`config.mk`:
```
export PLATFORM = sky130hd
export DESIGN_NAME = cla_adder_pipe
export DESIGN_NICKNAME = d
export VERILOG_FILES = /design/src/rtl/cla_adder_pipe.sv
export SDC_FILE = /design/constraint.sdc
export NUM_CORES = 1
export LEC_CHECK = 0
export ABC_CLOCK_PERIOD_IN_PS = 2400
export CAP_MARGIN = 5
export CORE_ASPECT_RATIO = 1.1
export CORE_UTILIZATION = 50
export DETAILED_ROUTE_END_ITERATION = 12
export GPL_TIMING_DRIVEN = 0
export MAX_ROUTING_LAYER = met4
export PLACE_DENSITY = 0.87
export SETUP_SLACK_MARGIN = 0.05
export SLEW_MARGIN = 10
export SYNTH_ARGS = -nofsm -noshare
export SYNTH_HDL_FRONTEND = slang
export SYNTH_SLANG_ARGS = --single-unit
export TNS_END_PERCENT = 5
```
`constraint.sdc`:
```
create_clock -name clk -period 2.4 [get_ports clk]
set_input_delay 0.36 -clock clk [delete_from_list [all_inputs] [get_ports clk]]
set_output_delay 0.36 -clock clk [all_outputs]
set_load 0.02 [all_outputs]
```
`src/rtl/cla_adder_pipe.sv`:
```
// Two-stage pipelined carry-lookahead adder/subtractor with valid/ready on both sides.
// Stage 1 registers bit and group propagate/generate; stage 2 resolves carries and the sum.
module cla_adder_pipe #(
  parameter int WIDTH = 8,
  parameter int BLOCK = 4
) (
  input  logic             clk,
  input  logic             rst_n,
  input  logic             in_valid,
  output logic             in_ready,
  input  logic [WIDTH-1:0] a,
  input  logic [WIDTH-1:0] b,
  input  logic             cin,
  input  logic             sub,
  output logic             out_valid,
  input  logic             out_ready,
  output logic [WIDTH-1:0] sum,
  output logic             cout,
  output logic             ovf
);

  localparam int NG = WIDTH / BLOCK;

  logic             s1_valid;
  logic [WIDTH-1:0] s1_p;
  logic [WIDTH-1:0] s1_g;
  logic             s1_c0;
  logic [NG-1:0]    s1_gp;
  logic [NG-1:0]    s1_gg;

  logic             s1_en;
  logic             s2_en;
  logic             accept;

  logic [WIDTH-1:0] b_eff;
  logic [WIDTH-1:0] p_in;
  logic [WIDTH-1:0] g_in;
  logic             c0_in;
  logic [NG-1:0]    gp_in;
  logic [NG-1:0]    gg_in;
  logic             gp_acc;
  logic             gg_acc;

  logic [WIDTH:0]   c;
  logic             grp_carry;
  logic             bit_carry;
  logic [WIDTH-1:0] s2_sum;

  assign s2_en    = !out_valid || out_ready;
  assign s1_en    = !s1_valid || s2_en;
  assign in_ready = rst_n && s1_en;
  assign accept   = in_valid && in_ready;

  always_comb begin
    b_eff  = sub ? ~b : b;
    c0_in  = sub | cin;
    p_in   = a ^ b_eff;
    g_in   = a & b_eff;
    gp_in  = '0;
    gg_in  = '0;
    gp_acc = 1'b1;
    gg_acc = 1'b0;
    for (int j = 0; j < NG; j++) begin
      gp_acc = 1'b1;
      gg_acc = 1'b0;
      for (int k = 0; k < BLOCK; k++) begin
        gg_acc = g_in[j*BLOCK+k] | (p_in[j*BLOCK+k] & gg_acc);
        gp_acc = gp_acc & p_in[j*BLOCK+k];
      end
      gp_in[j] = gp_acc;
      gg_in[j] = gg_acc;
    end
  end

  // Group carries come only from registered GP/GG; bit carries never ripple across a group edge.
  always_comb begin
    c         = '0;
    grp_carry = s1_c0;
    bit_carry = 1'b0;
    for (int j = 0; j < NG; j++) begin
      bit_carry = grp_carry;
      for (int k = 0; k < BLOCK; k++) begin
        c[j*BLOCK+k] = bit_carry;
        bit_carry    = s1_g[j*BLOCK+k] | (s1_p[j*BLOCK+k] & bit_carry);
      end
      grp_carry = s1_gg[j] | (s1_gp[j] & grp_carry);
    end
    c[WIDTH] = grp_carry;
    s2_sum   = s1_p ^ c[WIDTH-1:0];
  end

  always_ff @(posedge clk) begin
    if (!rst_n) begin
      s1_valid  <= 1'b0;
      s1_p      <= '0;
      s1_g      <= '0;
      s1_c0     <= 1'b0;
      s1_gp     <= '0;
      s1_gg     <= '0;
      out_valid <= 1'b0;
      sum       <= '0;
      cout      <= 1'b0;
      ovf       <= 1'b0;
    end else begin
      if (s1_en) begin
        s1_valid <= accept;
        if (accept) begin
          s1_p  <= p_in;
          s1_g  <= g_in;
          s1_c0 <= c0_in;
          s1_gp <= gp_in;
          s1_gg <= gg_in;
        end
      end
      if (s2_en) begin
        out_valid <= s1_valid;
        if (s1_valid) begin
          sum  <= s2_sum;
          cout <= c[WIDTH];
          ovf  <= c[WIDTH] ^ c[WIDTH-1];
        end
      end
    end
  end

endmodule

```
# Word level (Yosys, flattened, before mapping)
# Index checks and enable logic that the tools add are counted.
dict set report totals {
  regBits 32
  latchBits 0
  ramBits 0
  mem_bits_ro 0
  input_bits 22
  out_inout_bits 12
  wordCells 59
  mem_count 0
}
dict set report classes {
  add_sub_neg 0
  mul 0
  div_mod_pow 0
  magnitude_cmp 0
  eq_ne 0
  shifts 0
  mux 1
  bitwise_logic 40
  reduce_logical 8
}
# operator count
set ops {}
lappend ops {{$and A1 B1 Y1} 20}
lappend ops {{$xor A8 B8 Y8} 2}
lappend ops {{$or A1 B1 Y1} 15}
lappend ops {{$and A8 B8 Y8} 1}
lappend ops {{$mux W8} 1}
lappend ops {{$not A8 Y8} 1}
lappend ops {{$reduce_and A2 Y1} 2}
lappend ops {{$logic_and A1 B1 Y1} 2}
lappend ops {{$logic_not A1 Y1} 2}
lappend ops {{$logic_or A1 B1 Y1} 2}
lappend ops {{$xor A1 B1 Y1} 1}

# Longest topological paths before layout
# Gate-level depths: netlist of run 1.
dict set report depth {
  ltp_word 9
  depth_mapped 9
  ltp_nobuf 9
}

# Least setup slack after synthesis of run 1
# No wires, ideal clock.
dict set report synth_path {
  path_kind {register to register}
  from {reg s1_gp[0]}
  to {reg sum[7]}
  t_arrival_ps 1957
  required_ps 2268
  setup_slack_ps 311
  stages_incl_launch_ff 10
  path_buffers 0
  synth_period_minus_slack_ps 2089
  path_cell_list {dfxtp_1 a21o_1 ha_1 or2_2 ha_1 or2_2 ha_1 or3_1 nand4_1 a21oi_1}
}
dict set report synth_between {
  elab_chain_len 9
}
# element line
set synth_rtl {}
lappend synth_rtl {{start: declaration} 28} ;# logic [NG-1:0] s1_gp;
lappend synth_rtl {{start signal: assignment} 111} ;# s1_gp <= gp_in;
lappend synth_rtl {{$and A1 B1 Y1} 86} ;# grp_carry = s1_gg[j] | (s1_gp[j] & grp_carry);
lappend synth_rtl {{$or A1 B1 Y1} 86}
lappend synth_rtl {{$and A1 B1 Y1} 84} ;# bit_carry = s1_g[j*BLOCK+k] | (s1_p[j*BLOCK+k] & bit_carry);
lappend synth_rtl {{$or A1 B1 Y1} 84}
lappend synth_rtl {{$and A1 B1 Y1} 84}
lappend synth_rtl {{$or A1 B1 Y1} 84}
lappend synth_rtl {{$and A1 B1 Y1} 84}
lappend synth_rtl {{$or A1 B1 Y1} 84}
lappend synth_rtl {{$xor A8 B8 Y8} 89} ;# s2_sum = s1_p ^ c[WIDTH-1:0];
lappend synth_rtl {{end signal: assignment} 118} ;# sum <= s2_sum;
lappend synth_rtl {{end: declaration} 17} ;# output logic [WIDTH-1:0] sum,
# No other way between the ends.
# A chain may end at the register's enable or synchronous reset.

# Worst setup path in the final report of run 1
dict set report layout_path {
  from {reg s1_c0}
  to {reg sum[7]}
}
dict set report layout_between {
  elab_chain_len 9
}
# element line
set layout_rtl {}
lappend layout_rtl {{start: declaration} 27} ;# logic s1_c0;
lappend layout_rtl {{start signal: assignment} 110} ;# s1_c0 <= c0_in;
lappend layout_rtl {{$and A1 B1 Y1} 86}
lappend layout_rtl {{$or A1 B1 Y1} 86}
lappend layout_rtl {{$and A1 B1 Y1} 84}
lappend layout_rtl {{$or A1 B1 Y1} 84}
lappend layout_rtl {{$and A1 B1 Y1} 84}
lappend layout_rtl {{$or A1 B1 Y1} 84}
lappend layout_rtl {{$and A1 B1 Y1} 84}
lappend layout_rtl {{$or A1 B1 Y1} 84}
lappend layout_rtl {{$xor A8 B8 Y8} 89}
# No other way between the ends.

==> results.tsv, run 1 <==
stage	metric	value	unit
floorplan	DIE WIDTH	55.2	um
detailed_routing	number of remaining DRC errors	0	
place	Placed Cells	246	
timing	Worst Tran Pin Value	0.492	ns
floorplan	Rows	20	
detailed_routing	post-route ant nets	0	
status	outcome	completed	
place	gpl congestion	0.858	
power	Lkg Pwr	0.000797	uW
place	I/O Buffers	31	
timing	final slew viol count	0	
synthesis	sequential area share after synthesis	0.398	
worst_setup_path	worst-path cell chain	a21o_1 -> ha_1 -> or2_2 -> ha_1 -> or2_2 -> ha_1 -> or3_1 -> nand4_1 -> a21oi_1	
worst_setup_path	critical path type	reg2reg	
worst_setup_path	Critical Path AT	2.41	ns
worst_setup_path	Required @ worst endpoint	2.59	ns
detailed_routing	vias	1464	
clock_network	CTS sink cnt	31	
worst_setup_path	worst-path fanout max	4	
clock_network	CTS root buf	clkbuf_4	
global_routing	first-pass GRT wire length	6060	um
global_routing	number of global-route vias before repair	1407	
global_routing	initial antenna violation count	0	
power	Comb power frac	0.206	
clock_network	Clock Path Buffers	2	
timing	RSZ-0062 raised after global routing	no	
cells_and_area	ANT cells	0	
synthesis	Post-Syn Area	1560	um^2
power	switching fraction of total power	0.270	
synthesis	Synthesized Nets	218	
cells_and_area	share of layout cells above drive strength 1	0.0769	
worst_setup_path	most frequent cell on the critical path	ha_1	
clock_network	CTS tree	built	
synthesis	Post-Syn Instances	182	
power	Clk network pwr share	0.298	
clock_network	TritonCTS Buffers	5	
synthesis	Ys Warns	0	
clock_network	htree depth	2	
global_routing	global route total overflow	0	
cells_and_area	Post-Layout Inst Area	1980	um^2
synthesis	Post-Syn Area per Cell	8.57	um^2
timing	setup TNS	0	ns
floorplan	IO Pins	34	
clock_network	hold buffers post-CTS	0	
floorplan	starting density of the core	0.546	
clock_network	Worst-Skew Late Latency	0.31	ns
detailed_routing	Vias/cell	5.76	
timing	Tmin final	2.22	ns
worst_setup_path	family with the most delay on the worst path	simple AND/OR/NAND/NOR gates	
hold_path	worst min path class	in2reg	
flow_run	Max-Cap Viols	0	
detailed_routing	initial DRC count	59	
clock_network	Setup Buffers After CTS	0	
clock_network	Clk pin slew, worst setup/hold paths	0.09	ns
worst_setup_path	FF-to-FF setup slack	0.18	ns
synthesis	FF+latch count, synth	31	
detailed_routing	DR WL/cell	13.3	um
cells_and_area	Layout Cells excl Fill	254	
cells_and_area	nets	256	
timing	Setup Skew	0.00463	ns
clock_network	Post-CTS Resized	1	
worst_setup_path	Critical path buffers and inverters	0	
floorplan	die area	3350	um^2
worst_setup_path	CP max stage delay	0.37	ns
worst_setup_path	Startpoint Class	flop	
global_routing	Global Route Usage Sum	0.244	
timing	part of the cycle the worst path needs	0.926	
timing	Final Hold Fails	0	
power	NetSw	308	uW
power	Pwr Density	578	nW/um^2
power	cell-internal power	835	uW
worst_setup_path	Worst setup EP type	flop	
floorplan	core box area	2850	um^2
place	dpl cell area	1910	um^2
timing	worst rel slew slack	0.672	
place	Post-DP HPWL	2460	um
power	IR Drop Worst-Case VDD	423	uV
cells_and_area	area grow syn2layout	26.9	%
detailed_routing	Total Routed Length	3370	um
worst_setup_path	crit path max-delay cell type	dfxtp_1	
power	sequential cell fraction of total power	0.496	
global_routing	largest net degree at the start of global routing	11	
timing	fmax	450	MHz
floorplan	die height	60.6	um
synthesis	Yosys cell types	25	
timing	Final setup viols	0	
detailed_routing	drt pass-1 iters	4	
## per-stage QoR
| stage | hold WS [ns] | power, uW | setup WS, ns | util |
|---|---|---|---|---|
| floorplan | 0.449 | 718 | 0.311 | - |
| global placement | 0.456 | 804 | 0.0218 | 0.670 |
| detailed placement | 0.467 | 809 | 0.0269 | 0.670 |
| CTS | 0.357 | 1150 | 0.183 | 0.693 |
| global route | 0.373 | 1210 | 0.0601 | 0.693 |
| finish | 0.371 | 1140 | 0.179 | 0.693 |
## per-layer routing
layer	up-vias	GRT usage	wire length (um)
li1	747	-	-
met1	647	0.276	1500
met2	60	0.406	1620
met3	10	0.0405	157
met4	0	0.161	97
met5	-	-	0
## state kept, by name, summed over array words and instances (netlist names)
register / cells
s1_gp: 2
s1_c0: 1
s1_valid: 1
out_valid: 1
s1_gg: 2
s1_g: 6
cout: 1
ovf: 1
s1_p: 8
sum: 8
## layout make-up
class	instances	area, um^2
fillers	263	875
multi-input cells	135	862
flip-flops and latches	31	621
repair buffers	31	309
clock buffers	8	68.8
plain buffers	13	65.1
well taps	33	41.3
inverters	3	11.3
## worst paths after layout
path / startpoint / end / depth (start not counted)
hold reg to reg: sum[7] / sum[7] / 2
setup / recovery: s1_c0 / sum[7] / 9
setup reg to reg: s1_c0 / sum[7] / 9
hold / removal: in_valid / s1_p[6] / 3
## power groups by stage
stage	combinational, uW	sequential [uW]	clock [uW]
floorplan	133	585	0
global placement	227	577	0
detailed placement	230	578	0
CTS	234	567	347
global route	262	572	376
finish	236	567	341
## cells in the mapped netlist
cell	instances	area [um^2]
nand2b_1	1	6.26
nand3b_1	1	7.51
xor2_1	8	70.1
o211ai_1	1	7.51
or3_1	4	25.0
a311oi_1	4	35.0
nor2_1	4	15.0
o21ai_1	7	35.0
o21ai_0	19	95.1
buf_2	4	20.0
a211oi_1	1	7.51
nand3_1	23	115
buf_6	1	11.3
ha_1	14	175
a211o_1	1	8.76
dfxtp_1	31	621
inv_1	3	11.3
and2b_1	1	7.51
clkbuf_1	7	26.3
nand4_1	4	25.0
buf_4	1	7.51
and3b_1	1	8.76
or2_2	4	25.0
a21oi_1	34	170
a21o_1	3	22.5
## kinds of logic (layout without fill, tap and decap cells)
kind of cell,count (synthesis),after routing,synth area share
buffers and inverters,16,55,0.0490
and+or+nand+nor,43,43,0.151
xor gates and xnor gates,8,8,0.0449
adders and majority gates,14,14,0.112
DFF,31,31,0.398
AOI/OAI and AO/OA,70,70,0.245
## cell usage in the layout, fill, tap and decap left out
master	n
clkdlybuf4s50_1	30
dfxtp_1	31
a21o_1	3
dlygate4sd2_1	1
ha_1	14
nor2_1	4
buf_4	1
nand3b_1	1
buf_6	1
a311oi_1	4
clkbuf_8	2
or3_1	4
nand3_1	23
and2b_1	1
a211o_1	1
or2_2	4
nand2b_1	1
o21ai_1	7
nand4_1	4
xor2_1	8
buf_2	4
and3b_1	1
inv_1	3
a211oi_1	1
a21oi_1	34
clkbuf_4	5
o211ai_1	1
clkbuf_1	8
o21ai_0	19
## tightest hold or removal path, cell delays in order
cell and delay (ns):
buf_4 0.14, nand3_1 0.08, a21oi_1 0.05
(Power assumes the default switching activity.)
==> run 2: changes to the inputs <==
--- a/config.mk
+++ b/config.mk
@@ -5,7 +5,7 @@
 export SDC_FILE = /design/constraint.sdc
 export NUM_CORES = 1
 export LEC_CHECK = 0
-export ABC_CLOCK_PERIOD_IN_PS = 2400
+export ABC_CLOCK_PERIOD_IN_PS = 2250
 export CAP_MARGIN = 5
 export CORE_ASPECT_RATIO = 1.1
 export CORE_UTILIZATION = 50
==> constraint.sdc (replaced) <==
create_clock -name clk -period 2.25 [get_ports clk]
set_input_delay 0.3375 -clock clk [delete_from_list [all_inputs] [get_ports clk]]
set_output_delay 0.3375 -clock clk [all_outputs]
set_load 0.02 [all_outputs]
==> run 2 against run 1 <==
Compared with the run above: count of clock-buffer cells in the layout did not move; clock skew barely moved; die area did not move; via count rose by 0.68%; sequential power rose by 6.9%; global-route usage did not move; worst hold slack got worse by 0.025 ns.
==> results.tsv, run 2 (synthesis results as in run 1) <==
stage	metric	value	unit	change
worst_setup_path	FF-to-FF setup slack	0.12	ns	was 0.18 ns
power	NetSw	335	uW	was 308 uW
place	gpl congestion	0.858		unchanged
cells_and_area	most frequent cells in the layout	a21oi_1 (34), clkdlybuf4s50_1 (30), dfxtp_1 (28), nand3_1 (23), o21ai_0 (19)		was a21oi_1 (34), dfxtp_1 (31), clkdlybuf4s50_1 (30), nand3_1 (23), o21ai_0 (19)
worst_setup_path	most frequent cell on the critical path	or2_4		was ha_1
worst_setup_path	RR Endpoint	sum[7]		unchanged
timing	worst rel slew slack	0.661		was 0.672
timing	Tmin final	2.13	ns	was 2.22 ns
detailed_routing	vias	1474		was 1464
global_routing	number of global-route vias before repair	1407		unchanged
global_routing	Global Route Usage Sum	0.244		unchanged
worst_setup_path	Startpoint Class	flop		unchanged
floorplan	Rows	20		unchanged
worst_setup_path	crit path from	s1_c0		unchanged
clock_network	Worst-Skew Late Latency	0.32	ns	was 0.31 ns
floorplan	die height	60.6	um	unchanged
clock_network	CTS tree	built		unchanged
power	switching fraction of total power	0.272		was 0.270
floorplan	starting density of the core	0.546		unchanged
timing	final slew viol count	0		unchanged
timing	RSZ-0062 raised after global routing	yes		was no
worst_setup_path	worst-path cell chain	a21o_1 -> ha_1 -> or2_4 -> ha_2 -> or2_4 -> ha_4 -> or3_4 -> nand4_1 -> a21oi_1		was a21o_1 -> ha_1 -> or2_2 -> ha_1 -> or2_2 -> ha_1 -> or3_1 -> nand4_1 -> a21oi_1
worst_setup_path	critical path type	reg2reg		unchanged
place	I/O Buffers	31		unchanged
floorplan	die area	3350	um^2	unchanged
cells_and_area	Largest regs	s1_p: 8 flops, sum: 8 flops, s1_g: 6 flops		unchanged
cells_and_area	Multi-input gate area	887	um^2	was 862 um^2
detailed_routing	drt pass-1 iters	4		unchanged
cells_and_area	nets	257		was 256
cells_and_area	# fillers	250		was 263
clock_network	Clk pin slew, worst setup/hold paths	0.09	ns	about the same
power	Comb power frac	0.210		was 0.206
place	Post-DP HPWL	2460	um	unchanged
power	IR Drop Worst-Case VDD	451	uV	was 423 uV
clock_network	Clock Path Buffers	2		unchanged
detailed_routing	number of remaining DRC errors	0		unchanged
timing	fmax	469	MHz	was 450 MHz
timing	Worst Tran Pin Value	0.509	ns	was 0.492 ns
worst_setup_path	family with the most delay on the worst path	simple AND/OR/NAND/NOR gates		unchanged
power	cell-internal power	896	uW	was 835 uW
global_routing	global route total overflow	0		unchanged
timing	Final setup viols	0		unchanged
worst_setup_path	Critical Path AT	2.33	ns	was 2.41 ns
timing	part of the cycle the worst path needs	0.948		was 0.926
worst_setup_path	CP endpoint	sum[7]		unchanged
cells_and_area	share of layout cells above drive strength 1	0.108		was 0.0769
place	dpl cell area	1910	um^2	unchanged
power	Clk network pwr share	0.298		about the same
worst_setup_path	worst-path fanout max	4		unchanged
detailed_routing	post-route ant nets	0		unchanged
cells_and_area	commonest non-fill, non-tap cell in the layout	a21oi_1		unchanged
timing	Final Hold Fails	0		unchanged
floorplan	IO Pins	34		unchanged
cells_and_area	Layout Cells excl Fill	255		was 254
power	sequential cell fraction of total power	0.492		was 0.496
timing	Hold WS	0.347	ns	was 0.371 ns
hold_path	worst min path class	in2reg		unchanged
floorplan	DIE WIDTH	55.2	um	unchanged
power	Lkg Pwr	0.000796	uW	was 0.000797 uW
worst_setup_path	Crit Reg-Reg Startpoint	s1_c0		unchanged
status	outcome	completed		unchanged
worst_setup_path	Critical path buffers and inverters	0		unchanged
worst_setup_path	crit path max-delay cell type	dfxtp_4		was dfxtp_1
cells_and_area	area grow syn2layout	29.4	%	was 26.9%
cells_and_area	Post-Layout Inst Area	2020	um^2	was 1980 um^2
clock_network	CTS sink cnt	31		unchanged
clock_network	TritonCTS Buffers	5		unchanged
worst_setup_path	CP max stage delay	0.37	ns	about the same
flow_run	Max-Cap Viols	0		unchanged
power	Total Power	1230	uW	was 1140 uW
detailed_routing	initial DRC count	54		was 59
timing	Setup Skew	0.00421	ns	was 0.00463 ns
worst_setup_path	R2R cell count	9		unchanged
floorplan	core box area	2850	um^2	unchanged
clock_network	htree depth	2		unchanged
clock_network	CTS root buf	clkbuf_4		unchanged
detailed_routing	Total Routed Length	3480	um	was 3370 um
detailed_routing	Vias/cell	5.78		was 5.76
worst_setup_path	Worst setup EP type	flop		unchanged
power	Pwr Density	611	nW/um^2	was 578 nW/um^2
global_routing	largest net degree at the start of global routing	11		unchanged
place	Placed Cells	246		unchanged
detailed_routing	DR WL/cell	13.7	um	was 13.3 um
cells_and_area	ANT cells	0		unchanged
global_routing	first-pass GRT wire length	6060	um	unchanged
worst_setup_path	Crit path depth	9		unchanged
worst_setup_path	Required @ worst endpoint	2.45	ns	was 2.59 ns
cells_and_area	register area	627	um^2	was 621 um^2
hold_path	Hold Crit Depth	3		unchanged
global_routing	initial antenna violation count	0		unchanged
==> run 2: cell types whose count changed in the layout (fill, tap and decap cells not counted), sizes merged <==
cell	previous run	this run
buf	6	7
==> run 2: routing by layer <==
metal / vias up / track usage / wire length (um)
met5: - / - / 0
met4: 0 / 0.161 / 76
met3: 6 / 0.0405 / 214
met2: 67 / 0.406 / 1710
met1: 655 / 0.276 / 1480
li1: 746 / - / -
==> run 2: final cells by class <==
cell class,count,share of cell area
repair buffers,32,0.157
clock buffers,8,0.0341
multi-input cells,135,0.440
inverters,3,0.00558
plain buffers,13,0.0323
flip-flops and latches,31,0.311
well taps,33,0.0205
==> run 2: through the flow <==
stage / utilization / setup TNS, ns / setup WS, ns
2_1_floorplan: - / 0 / 0.161
3_3_place_gp: 0.670 / -0.0832 / -0.0832
3_5_place_dp: 0.670 / -0.0781 / -0.0781
4_1_cts: 0.693 / 0 / 0.0332
5_1_grt: 0.707 / 0 / 0.0480
6_report: 0.707 / 0 / 0.116
==> run 2: worst min path at each step <==
| stage | start | to | slack, ns |
|---|---|---|---|
| floorplan | s1_g[5] | s1_g[5] | 0.45 |
| global placement | s1_g[5] | s1_g[5] | 0.46 |
| detailed placement | sum[1] | sum[1] | 0.47 |
| CTS | in_valid | s1_p[6] | 0.33 |
| global route | in_valid | s1_g[6] | 0.35 |
| finish | in_valid | s1_p[6] | 0.35 |
==> run 2: worst register-to-register path, delay by kind of cell, from the launching register on <==
kind            cells  cell delay (ns)
fa+ha+maj           3             0.51
simple gates        4             0.92
flops               1             0.37
compound gates      2             0.21
==> run 2: timing repair <==
| item | CTS | global route |
|---|---|---|
| pin swaps | 0 | 1 |
| hold endpoints to repair | 0 | 0 |
| hold buffers | 0 | 0 |
| gates resized for setup | 1 | 10 |
| endpoints found under the setup margin | 2 | 3 |
| buffers inserted | 0 | 1 |
==> run 2: power by group through the flow <==
stage / combinational, uW / sequential [uW] / clock (uW)
after floorplan: 142 / 624 / 0
after detailed placement: 246 / 617 / 0
final: 258 / 606 / 367
after global routing: 286 / 612 / 401
after CTS: 250 / 605 / 370
after global placement: 242 / 616 / 0
==> run 3: changes to the inputs <==
--- a/config.mk
+++ b/config.mk
@@ -13,7 +13,6 @@
 export GPL_TIMING_DRIVEN = 0
 export MAX_ROUTING_LAYER = met4
 export PLACE_DENSITY = 0.87
-export SETUP_SLACK_MARGIN = 0.05
 export SLEW_MARGIN = 10
 export SYNTH_ARGS = -nofsm -noshare
 export SYNTH_HDL_FRONTEND = slang
==> run 3 against run 2 <==
Compared with the run above: die area unchanged; register-to-register slack barely moved; wire length down 1.5%; highest routed layer unchanged; worst hold slack is essentially flat; cell count is the same; global-route usage is the same.
==> results.tsv, run 3 (synthesis results as in run 1) <==
stage	metric	value	unit	change
clock_network	Clk pin slew, worst setup/hold paths	0.09	ns	about the same
worst_setup_path	Critical path buffers and inverters	0		unchanged
clock_network	Clock Path Buffers	2		unchanged
floorplan	DIE WIDTH	55.2	um	unchanged
worst_setup_path	worst-path cell chain	a21o_1 -> ha_1 -> or2_2 -> ha_1 -> or2_4 -> ha_4 -> or3_1 -> nand4_1 -> a21oi_1		was a21o_1 -> ha_1 -> or2_4 -> ha_2 -> or2_4 -> ha_4 -> or3_4 -> nand4_1 -> a21oi_1
detailed_routing	Vias/cell	5.73		was 5.78
timing	worst rel slew slack	0.669		was 0.661
flow_run	Max-Cap Viols	0		unchanged
global_routing	initial antenna violation count	0		unchanged
worst_setup_path	worst-path fanout max	4		unchanged
power	IR Drop Worst-Case VDD	452	uV	was 451 uV
hold_path	Hold Crit Depth	3		unchanged
status	outcome	completed		unchanged
cells_and_area	ANT cells	0		unchanged
global_routing	first-pass GRT wire length	6060	um	unchanged
clock_network	hold buffers post-CTS	0		unchanged
global_routing	Global Route Usage Sum	0.244		unchanged
timing	Tmin final	2.12	ns	was 2.13 ns
place	gpl congestion	0.858		unchanged
clock_network	CTS root buf	clkbuf_4		unchanged
worst_setup_path	Critical Path AT	2.32	ns	was 2.33 ns
power	Pwr Density	611	nW/um^2	about the same
worst_setup_path	Worst setup EP type	flop		unchanged
worst_setup_path	Startpoint Class	flop		unchanged
clock_network	htree depth	2		unchanged
detailed_routing	initial DRC count	60		was 54
global_routing	global route total overflow	0		unchanged
floorplan	core box area	2850	um^2	unchanged
cells_and_area	# fillers	255		was 250
cells_and_area	share of layout cells above drive strength 1	0.0991		was 0.108
clock_network	CTS sink cnt	31		unchanged
worst_setup_path	most frequent cell on the critical path	ha_1		was or2_4
detailed_routing	DR WL/cell	13.5	um	was 13.7 um
worst_setup_path	CP max stage delay	0.37	ns	about the same
timing	final slew viol count	0		unchanged
cells_and_area	nets	257		unchanged
worst_setup_path	crit path max-delay cell type	dfxtp_4		unchanged
cells_and_area	Largest regs	s1_p: 8 flops, sum: 8 flops, s1_g: 6 flops		unchanged
worst_setup_path	RR Endpoint	sum[7]		unchanged
clock_network	TritonCTS Buffers	5		unchanged
timing	Final Hold Fails	0		unchanged
cells_and_area	Layout Cells excl Fill	255		unchanged
timing	Worst Tran Pin Value	0.496	ns	was 0.509 ns
detailed_routing	drt pass-1 iters	4		unchanged
hold_path	worst min path class	in2reg		unchanged
timing	Final setup viols	0		unchanged
cells_and_area	Post-Layout Inst Area	2010	um^2	was 2020 um^2
cells_and_area	Multi-input gate area	877	um^2	was 887 um^2
floorplan	Rows	20		unchanged
worst_setup_path	FF-to-FF setup slack	0.13	ns	was 0.12 ns
timing	Setup Skew	0.00357	ns	was 0.00421 ns
worst_setup_path	family with the most delay on the worst path	simple AND/OR/NAND/NOR gates		unchanged
place	Placed Cells	246		unchanged
global_routing	largest net degree at the start of global routing	11		unchanged
place	Post-DP HPWL	2460	um	unchanged
place	dpl cell area	1910	um^2	unchanged
hold_path	Worst Hold Endpoint	s1_p[6]		unchanged
power	Lkg Pwr	0.000801	uW	was 0.000796 uW
detailed_routing	vias	1462		was 1474
timing	part of the cycle the worst path needs	0.943		was 0.948
clock_network	Worst-Skew Late Latency	0.32	ns	about the same
floorplan	die height	60.6	um	unchanged
detailed_routing	Total Routed Length	3430	um	was 3480 um
cells_and_area	commonest non-fill, non-tap cell in the layout	a21oi_1		unchanged
worst_setup_path	Required @ worst endpoint	2.44	ns	was 2.45 ns
timing	fmax	471	MHz	was 469 MHz
hold_path	Hold Startpoint	in_valid		unchanged
floorplan	die area	3350	um^2	unchanged
clock_network	CTS tree	built		unchanged
global_routing	number of global-route vias before repair	1407		unchanged
detailed_routing	number of remaining DRC errors	0		unchanged
floorplan	IO Pins	34		unchanged
timing	RSZ-0062 raised after global routing	no		was yes
cells_and_area	most frequent cells in the layout	a21oi_1 (34), clkdlybuf4s50_1 (30), dfxtp_1 (28), nand3_1 (23), o21ai_0 (19)		unchanged
cells_and_area	register area	627	um^2	unchanged
worst_setup_path	Crit Reg-Reg Startpoint	s1_c0		unchanged
cells_and_area	area grow syn2layout	28.7	%	was 29.4%
worst_setup_path	critical path type	reg2reg		unchanged
detailed_routing	post-route ant nets	0		unchanged
floorplan	starting density of the core	0.546		unchanged
worst_setup_path	R2R cell count	9		unchanged
place	I/O Buffers	31		unchanged
==> run 3: cell counts in the layout (fill, tap and decap cells not counted) <==
No cell type changed its count.
==> run 3: stage by stage <==
stage	util	hold WS (ns)	setup WS, ns	TNS (ns)	total power (uW)
6_report	0.704	0.346	0.128	0	1230
5_1_grt	0.704	0.351	0.0386	0	1300
4_1_cts	0.693	0.335	0.0332	0	1220
3_5_place_dp	0.670	0.467	-0.0781	-0.0781	862
3_3_place_gp	0.670	0.456	-0.0832	-0.0832	857
2_1_floorplan	-	0.449	0.161	0	766
==> run 3: worst reg2reg max path, stage by stage (launching register included) <==
cell and delay, ns:
dfxtp_4 0.37, a21o_1 0.15, ha_1 0.16, or2_2 0.27, ha_1 0.18, or2_4 0.23, ha_4 0.17, or3_1 0.31
nand4_1 0.10, a21oi_1 0.06
==> run 3: worst max-delay path by stage <==
stage	start	to	slack [ns]	cells past startpoint
after floorplan	s1_gp[0]	sum[7]	0.16	9
after global placement	out_ready	in_ready	-0.08	5
after detailed placement	out_ready	in_ready	-0.08	5
after CTS	s1_c0	sum[7]	0.03	9
after global routing	s1_c0	sum[7]	0.04	9
final	s1_c0	sum[7]	0.13	9
==> run 3: power breakdown <==
part	internal (uW)	switching, uW
Clock	184	182
Combinational	126	129
Sequential	584	22.1
==> run 3: metal layers <==
layer / wire length (um) / share of wire / vias to the layer above / global-route usage
met5: 0 / 0 / - / -
met4: 74 / 0.022 / 0 / 0.161
met3: 168 / 0.049 / 6 / 0.0405
met2: 1690 / 0.49 / 52 / 0.406
met1: 1500 / 0.44 / 656 / 0.276
li1: - / - / 748 / -
==> run 3: what timing repair did <==
| action | 4_1_cts | 5_1_grt |
|---|---|---|
| pin swaps | 0 | 0 |
| setup endpoints to repair | 1 | 2 |
| resized for setup | 1 | 7 |
| buffers inserted | 0 | 1 |
==> run 3: layout make-up <==
cell class / instances / share of cell area
Clock buffer: 8 / 0.0343
Multi-Input combinational cell: 135 / 0.437
Timing Repair Buffer: 32 / 0.158
Sequential cell: 31 / 0.312
Inverter: 3 / 0.00561
Tap cell: 33 / 0.0206
Buffer: 13 / 0.0324
